`src/rtl/ball_motion.sv`:
```
// Ball kinematics for the Breakout playfield: owns the ball centre, reflects it
// off walls, paddle and bricks once per frame, and sequences serve/play/lost/over
// together with the lives count.
module ball_motion #(
   parameter int H_SIZE      = 3,
   parameter int SCREEN_W    = 640,
   parameter int SCREEN_H    = 480,
   parameter int SPEED       = 1,
   parameter int PADDLE_Y    = 460,
   parameter int PADDLE_HALF = 20,
   parameter int LIVES       = 3
) (
   input  logic       clk,
   input  logic       reset,
   input  logic       frame_tick,
   input  logic       launch,
   input  logic [9:0] paddle_x,
   input  logic       brick_hit,
   output logic [9:0] ball_x,
   output logic [8:0] ball_y,
   output logic       in_play,
   output logic       ball_lost,
   output logic [1:0] lives,
   output logic       game_over
);

   typedef enum logic [1:0] {SERVE, PLAY, LOST, OVER} state_t;

   // Motion arithmetic is 11-bit signed so a step past zero stays negative.
   localparam logic signed [10:0] HS     = 11'(H_SIZE);
   localparam logic signed [10:0] SPD    = 11'(SPEED);
   localparam logic signed [10:0] BOT    = 11'(SCREEN_H - 1);
   localparam logic signed [10:0] RIGHT  = 11'(SCREEN_W - 1);
   localparam logic signed [10:0] PAD_Y  = 11'(PADDLE_Y);
   localparam logic signed [10:0] REACH  = 11'(PADDLE_HALF + H_SIZE);
   localparam logic [9:0]         X_LO   = 10'(H_SIZE);
   localparam logic [9:0]         X_HI   = 10'(SCREEN_W - 1 - H_SIZE);
   localparam logic [9:0]         X_HOME = 10'(SCREEN_W / 2);
   localparam logic [8:0]         Y_TOP  = 9'(H_SIZE);
   localparam logic [8:0]         Y_REST = 9'(PADDLE_Y - H_SIZE - 1);
   localparam logic [1:0]         LIVES0 = 2'(LIVES);

   state_t state, state_next;

   logic       dx_left;      // 1: moving left (dx = -1)
   logic       dy_up;        // 1: moving up   (dy = -1)
   logic       pending_hit;

   logic signed [10:0] x_s, y_s, p_s, nx, ny;
   logic               flip, up_eff, at_bottom;
   logic [9:0]         x_next;
   logic [8:0]         y_next;
   logic               left_next, up_next;
   logic [1:0]         lives_dec;

   function automatic logic [9:0] clamp_x(input logic [9:0] p);
      if (p < X_LO)      return X_LO;
      else if (p > X_HI) return X_HI;
      else               return p;
   endfunction

   function automatic logic signed [10:0] mag(input logic signed [10:0] v);
      return (v < 0) ? -v : v;
   endfunction

   function automatic logic [1:0] dec_sat(input logic [1:0] v);
      return (v == 2'd0) ? 2'd0 : v - 2'd1;
   endfunction

   assign lives_dec = dec_sat(lives);

   // Candidate next position and reflections for the coming frame_tick.
   always_comb begin
      x_s       = signed'({1'b0, ball_x});
      y_s       = signed'({2'b00, ball_y});
      p_s       = signed'({1'b0, paddle_x});
      // A hit arriving on the tick itself is consumed by that tick.
      flip      = pending_hit | brick_hit;
      up_eff    = dy_up ^ flip;
      nx        = dx_left ? (x_s - SPD) : (x_s + SPD);
      ny        = up_eff  ? (y_s - SPD) : (y_s + SPD);
      at_bottom = (ny + HS) >= BOT;

      // Paddle only catches a ball that was falling before any brick flip.
      if ((ny - HS) <= 11'sd0) begin
         y_next  = Y_TOP;
         up_next = 1'b0;
      end else if (!dy_up && ((ny + HS) >= PAD_Y) && (mag(nx - p_s) <= REACH)) begin
         y_next  = Y_REST;
         up_next = 1'b1;
      end else begin
         y_next  = ny[8:0];
         up_next = up_eff;
      end

      if ((nx - HS) <= 11'sd0) begin
         x_next    = X_LO;
         left_next = 1'b0;
      end else if ((nx + HS) >= RIGHT) begin
         x_next    = X_HI;
         left_next = 1'b1;
      end else begin
         x_next    = nx[9:0];
         left_next = dx_left;
      end
   end

   // State register.
   always_ff @(posedge clk) begin
      if (reset) state <= SERVE;
      else       state <= state_next;
   end

   // Next-state decision.
   always_comb begin
      state_next = state;
      case (state)
         SERVE:   if (launch) state_next = PLAY;
         PLAY:    if (frame_tick && at_bottom) state_next = LOST;
         LOST:    state_next = (lives_dec == 2'd0) ? OVER : SERVE;
         default: state_next = OVER;
      endcase
   end

   // Status outputs decoded from the state.
   always_comb begin
      in_play   = (state == PLAY);
      ball_lost = (state == LOST);
      game_over = (state == OVER);
   end

   // Ball position, direction, pending brick hit and lives.
   always_ff @(posedge clk) begin
      if (reset) begin
         ball_x      <= X_HOME;
         ball_y      <= Y_REST;
         dx_left     <= 1'b0;
         dy_up       <= 1'b1;
         pending_hit <= 1'b0;
         lives       <= LIVES0;
      end else begin
         case (state)
            SERVE: begin
               ball_x      <= clamp_x(paddle_x);
               ball_y      <= Y_REST;
               dx_left     <= 1'b0;
               dy_up       <= 1'b1;
               pending_hit <= 1'b0;
            end
            PLAY: begin
               if (frame_tick) begin
                  pending_hit <= 1'b0;
                  if (!at_bottom) begin
                     ball_x  <= x_next;
                     ball_y  <= y_next;
                     dx_left <= left_next;
                     dy_up   <= up_next;
                  end
               end else if (brick_hit) begin
                  pending_hit <= 1'b1;
               end
            end
            LOST: begin
               lives       <= lives_dec;
               pending_hit <= 1'b0;
            end
            default: pending_hit <= 1'b0;
         endcase
      end
   end

endmodule

```
`config.mk`:
```
export PLATFORM = sky130hd
export DESIGN_NAME = ball_motion
export DESIGN_NICKNAME = d
export VERILOG_FILES = /design/src/rtl/ball_motion.sv
export SDC_FILE = /design/constraint.sdc
export NUM_CORES = 1
export LEC_CHECK = 0
export ABC_AREA = 0
export ABC_CLOCK_PERIOD_IN_PS = 5380
export CORE_MARGIN = 2
export CORE_UTILIZATION = 55
export CTS_CLUSTER_SIZE = 30
export DETAILED_ROUTE_END_ITERATION = 10
export PLACE_DENSITY_LB_ADDON = 0.05
export SYNTH_ARGS = -nofsm -noshare
export SYNTH_HDL_FRONTEND = slang
export SYNTH_SLANG_ARGS = --single-unit
```
`constraint.sdc`:
```
create_clock -name clk -period 5.38 [get_ports clk]
set_clock_uncertainty 0.05 [all_clocks]
set_input_delay 0.538 -clock clk [delete_from_list [all_inputs] [get_ports clk]]
set_output_delay 0.538 -clock clk [all_outputs]
set_load 0.02 [all_outputs]
```
## Word-level counts from Yosys, hierarchy flattened

Index checks and enable logic that the tools add are counted.

- Register bits after elaboration: 26
- Latch bits: 0
- Bits in writable memories: 0
- Bits in read-only memories: 0
- Input port bits: 15
- Output and inout bits: 24
- Memories kept: 0

- $add $sub $neg: 11
- Multiply operators: 0
- Divide/modulo/power cells: 0
- Magnitude comparators: 9
- Equality and inequality tests: 8
- Shift operators: 0
- Muxes and demuxes: 30
- Bitwise gates (word level): 3
- Reductions and logical operators: 12

Operators by type and width:

| cell | number |
|---|---|
| $mux 10 | 6 |
| $mux 9 | 4 |
| $mux 11 | 3 |
| $add 11x3->11 const B | 2 |
| $ge 11x10->1 const B | 2 |
| $le 11x1->1 const B | 2 |
| $sub 11x3->11 const B | 2 |
| $pmux 10 s2 | 1 |
| $pmux 9 s2 | 1 |
| $add 10x1->11 const B | 1 |
| $ge 11x11->1 const B | 1 |
| $le 11x6->1 const B | 1 |
| $lt 11x1->1 const B | 1 |
| $neg 11->11 | 1 |
| $sub 10x1->11 const B | 1 |
| $sub 11x11->11 | 1 |
| $add 9x1->10 const B | 1 |
| $gt 10x10->1 const B | 1 |
| $lt 10x2->1 const B | 1 |
| $sub 9x1->10 const B | 1 |
| $mux 1 | 8 |
| $mux 2 | 4 |
| $logic_not 2->1 | 3 |
| $ne 2x2->1 const B | 3 |
| 17 further kinds | 21 |

## Logic depth before layout (Yosys ltp)

- Depth after elaboration: 12
- Depth in mapped cells: 20
- Gate-level depth less buffers: 19

## Worst setup path before layout

No wires, ideal clock.

- Kind: register to register
- From: register ball_x[0]
- To: register ball_y[4]
- Library setup time: 0.116 ns
- Arrival: 4.890 ns
- Slack: 0.324 ns
- Stages on the path, launching flop included: 20
- Path buffers: 1
- Clock period less this slack: 5.056 ns
- Cell sequence: dfxtp_1 clkbuf_1 inv_1 fa_1 nor2b_1 o31a_1 o21ai_2 xnor2_1 ha_1 nor3b_1 a31oi_1 o2111ai_1 nor4b_2 nand2b_1 a211oi_1 a31oi_1 or4_1 a2111oi_4 nor2_1 a41o_1

- Cells in the longest elaborated chain, start to end: 12
- Elaborated cells between the ends (all ways): 14
- Classes of those cells: 4 x add/sub; 2 x order compare; 7 x mux; 1 x reduce/logical

Ends and longest elaborated chain:

| element | RTL line | RTL |
|---|---|---|
| start, declared | 19 | `output logic [9:0] ball_x,` |
| start signal, assigned | 144 | `ball_x <= clamp_x(paddle_x);` |
| start signal, assigned | 154 | `ball_x <= x_next;` |
| $add 10x1->11 / $sub 10x1->11 (equally long branches) | 80 | `nx = dx_left ? (x_s - SPD) : (x_s + SPD);` |
| $mux 11 * | 80 |  |
| $sub 11x11->11 * | 88 | `end else if (!dy_up && ((ny + HS) >= PAD_Y) && (mag(nx - p_s) <= REACH)) begin` |
| $neg 11->11 / $lt 11x1->1 (equally long branches) | 63 | `return (v < 0) ? -v : v;` |
| $mux 11 * | 63 |  |
| $le 11x6->1 * | 88 |  |
| $logic_and 1x1->1 * | 88 |  |
| $mux 9 * | 88 |  |
| $mux 9 * | 85 | `if ((ny - HS) <= 11'sd0) begin` |
| $mux 9 * | 153 | `if (!at_bottom) begin` |
| $mux 9 * | 151 | `if (frame_tick) begin` |
| $pmux 9 s2 * | 142 | `case (state)` |
| end signal, assigned | 155 | `ball_y <= y_next;` |
| end, declared | 20 | `output logic [8:0] ball_y,` |

Every way passes the cells marked *; elsewhere a longest branch is shown, timed or not. The select of a mux whose other input is x is not followed.
A chain may end at the register's enable or synchronous reset.

## Final worst setup path

- From: register dx_left
- To: register ball_y[3]

- Cells in the longest elaborated chain, start to end: 11
- Elaborated cells between the ends (all ways): 12
- Classes of those cells: 2 x add/sub; 2 x order compare; 7 x mux; 1 x reduce/logical

Ends and longest elaborated chain:

| element | RTL line | RTL |
|---|---|---|
| start, declared | 45 | `logic dx_left;` |
| start signal, assigned | 156 | `dx_left <= left_next;` |
| $mux 11 * | 80 |  |
| $sub 11x11->11 * | 88 |  |
| $neg 11->11 / $lt 11x1->1 (equally long branches) | 63 |  |
| $mux 11 * | 63 |  |
| $le 11x6->1 * | 88 |  |
| $logic_and 1x1->1 * | 88 |  |
| $mux 9 * | 88 |  |
| $mux 9 * | 85 |  |
| $mux 9 * | 153 |  |
| $mux 9 * | 151 |  |
| $pmux 9 s2 * | 142 |  |

Marks and branches as above.

==> reports/results.ini <==
[critical_path]
crit_required_ps = 5530
slowest_delay_ps = 590
r2r_slack_ps = 360
r2r-end = ball_y[3]$_SDFFE_PP1P_
worstReg2RegStart = dx_left$_SDFFE_PP0P_
slowest_stage = or4_1
worst-r2r-cell-count = 18
crit_type = reg2reg
crit_fanout = 9
worstSetupStartpointType = register
cp-startpoint = dx_left$_SDFFE_PP0P_
crit_chain = ha_1 -> a21o_1 -> a21oi_1 -> nand2_1 -> xor2_1 -> ha_1 -> inv_1 -> a221o_1 -> a211oi_1 -> nor4b_2 -> nand2b_1 -> a211oi_1 -> a31oi_1 -> or4_1 -> a2111oi_4 -> buf_4 -> o32ai_1 -> a221oi_2
cp_data_arrival_time_ps = 5170
worstSetupEndpointType = register
worstSetupEndpoint = ball_y[3]$_SDFFE_PP1P_

[timing]
post-route-min-period_ps = 5020
grt_setup_unrepaired = false
worstMarginPinSlew_ps = 888
finalSetupTns_ps = 0
hold_violations = 0
setup_viol = 0
fin_crit_sh_pct = 93.3
drv_slew = 0
slew-limit-headroom_pct = 40.6
hold-worst-slack_ps = 491
clock.fmax_mhz = 199

[power]
power_density_mw_per_mm2 = 235
irDropWorstVdd_uv = 142
power.total_uw = 1030
cellLeakagePower_uw = 0.00170

[route]
dr.pass1.iters = 5
drc = 0
ant_nets = 0
via_per_inst = 6.32
wl_mm = 10.7
wl_per_cell_um = 16.8
via_count = 4027
drt_iter0_drc = 251

[clocking]
hold_buffers = 0
root_buffer = clkbuf_8
numCtsBuffers = 3
clk_pin_slew_ps = 100
htree_levels = 1
clock-sinks = 26
insertion_delay_ps = 280
tritoncts = built
cts_buffer_depth = 2

[yosys]
ys_seq_area_share_pct = 13.4
ys_types = 88
syn_area_mm2 = 0.00388
syn_avg_cell_area_um2 = 7.52
async_reset_ff_share_pct = 0
syn_nets = 559
synth-main-ff-cell = dfxtp_1
synth_cells = 516
synth-seq-cells = 26
synth_edf_count = 0
yosys_warnings = 0

[grt]
grt_pass1_vias = 3624
antenna_found_initial = 0
gr-total-overflow = 0
grt.total_usage_pct = 27.9
grt_max_degree = 25
grt_pass1_wl_mm = 17.6

[layout]
fillers = 643
final_area_mm2 = 0.00438
post_route_cells_drive_above_1_share_pct = 10.2
ff_latch_area_um2 = 522
antenna_cells = 0
multi_input_area_mm2 = 0.00306
area_growth_pct = 12.9
nNetsFinal = 585

[die]
start_util_pct = 56.8
die_h_um = 88.0
rows = 30
placeableCoreArea_mm2 = 0.00683
ios = 39
die_width_um = 88.0
dieArea_mm2 = 0.00775

[placed_design]
dpl_cell_area_mm2 = 0.00430
portBuffers = 38
post-dp-hpwl_mm = 8.39
place_congestion = 0.896

[hold_path]
hp-class = reg2reg

[outcome]
status = complete, no violations

[flow_run]
drv_cap = 0

-- Yosys cell counts (5+ instances only) --
library cell  count  area (µm²)
o21ai_0          23         115
inv_1            38         143
dfxtp_1          26         521
nand2_1          37         139
o21ai_1           7        35.0
a211oi_1          8        60.1
xor2_1            8        70.1
ha_1             26         325
mux2i_1           8        80.1
a31oi_1           8        50.1
nand4_1           8        50.1
nor2b_1           5        31.3
o21a_1            8        60.1
and3_1            5        31.3
buf_2             5        25.0
a21o_1            5        37.5
nand3_1          20         100
and2_1            6        37.5
nor3b_1           5        37.5
or2_2             6        37.5
nor2_1           38         143
clkbuf_1         14        52.6
xnor2_1          17         149
o32ai_1           5        43.8
o2111ai_1         6        52.6
a21oi_1          37         185
nor3_1           23         115
or3_1             7        43.8
o211ai_1          5        37.5
-- registers in the layout, indices dropped and copies added, names as in the netlist --
name	cells
ball_x	10
ball_y	9
dx_left	1
dy_up	1
lives	2
pending_hit	1
state	2
-- per-layer routing --
| layer | track usage (%) | vias to the layer above | share of wire (%) |
|---|---|---|---|
| met5 | 0 | - | 0 |
| met4 | 4.68 | 0 | 0.58 |
| met3 | 2.64 | 9 | 6.4 |
| met2 | 42.1 | 137 | 43 |
| met1 | 43.5 | 1890 | 50 |
| li1 | - | 1991 | - |
-- logic make-up (layout without fill, tap and decap cells) --
| family | Yosys count | in the layout | synth area share (%) |
|---|---|---|---|
| simple gates | 193 | 193 | 27.3 |
| xor+xnor | 28 | 28 | 7.09 |
| compound gates | 164 | 164 | 32.1 |
| flops | 26 | 26 | 13.4 |
| mux | 10 | 10 | 2.93 |
| buf+inv | 67 | 92 | 7.80 |
| fa+ha+maj | 28 | 28 | 9.41 |
-- timing repair --
item	CTS	global route
setup buffers	0	1
setup endpoints to repair	0	8
gates resized for setup	0	1
-- cell type report --
class | count | share of cell area [%]
clock buffer | 3 | 0.942
tap | 96 | 2.74
inverter | 39 | 3.34
sequential | 26 | 11.9
clock inverter | 1 | 0.685
multi-input combinational | 423 | 69.8
timing repair buffer | 49 | 10.6
-- worst min-delay path by stage --
stage	start	end	slack, ps	cells after the start
after global routing	lives[1]$_SDFFE_PP1P_	lives[1]$_SDFFE_PP1P_	530	2
final	lives[1]$_SDFFE_PP1P_	lives[1]$_SDFFE_PP1P_	490	2
after CTS	lives[1]$_SDFFE_PP1P_	lives[1]$_SDFFE_PP1P_	490	2
after detailed placement	lives[1]$_SDFFE_PP1P_	lives[1]$_SDFFE_PP1P_	480	2
after global placement	state[1]$_SDFFE_PP0P_	state[1]$_SDFFE_PP0P_	470	2
after floorplan	state[1]$_SDFFE_PP0P_	state[1]$_SDFFE_PP0P_	440	2
-- critical path, delay by kind of cell, from the launching register on --
| family | cells | cell delay, ps |
|---|---|---|
| adders and majority gates | 2 | 720 |
| buffers and inverters | 2 | 310 |
| xor gates and xnor gates | 1 | 350 |
| AOI/OAI and AO/OA | 9 | 2040 |
| DFF | 1 | 380 |
| and+or+nand+nor | 4 | 1100 |
-- where the power goes --
group          switching [µW]  internal, µW  total [µW]
Clock                    68.5          99.7         168
Sequential               19.6           205         225
Combinational             373           262         635
-- cells in the final DEF, fill, tap and decap left out, drive strengths merged, types with 11 or more instances in the layout --
master,netlist,layout
o21ai,32,32
clkdlybuf4s50,0,38
nand3,21,21
ha,26,26
a211oi,11,11
inv,38,38
nor2,38,38
nand2,37,37
xnor2,18,18
a21oi,37,37
dfxtp,26,26
buf,14,11
nor3,25,25
-- metrics by stage --
step           instances  setup WS [ps]  util, %
2_1_floorplan        516            324        -
3_3_place_gp         632            333     63.0
3_5_place_dp         632            212     63.0
4_1_cts              636            195     64.0
5_1_grt              637           27.3     64.1
6_report             637            362     64.1
No activity file was read; power rests on OpenSTA's default activity.
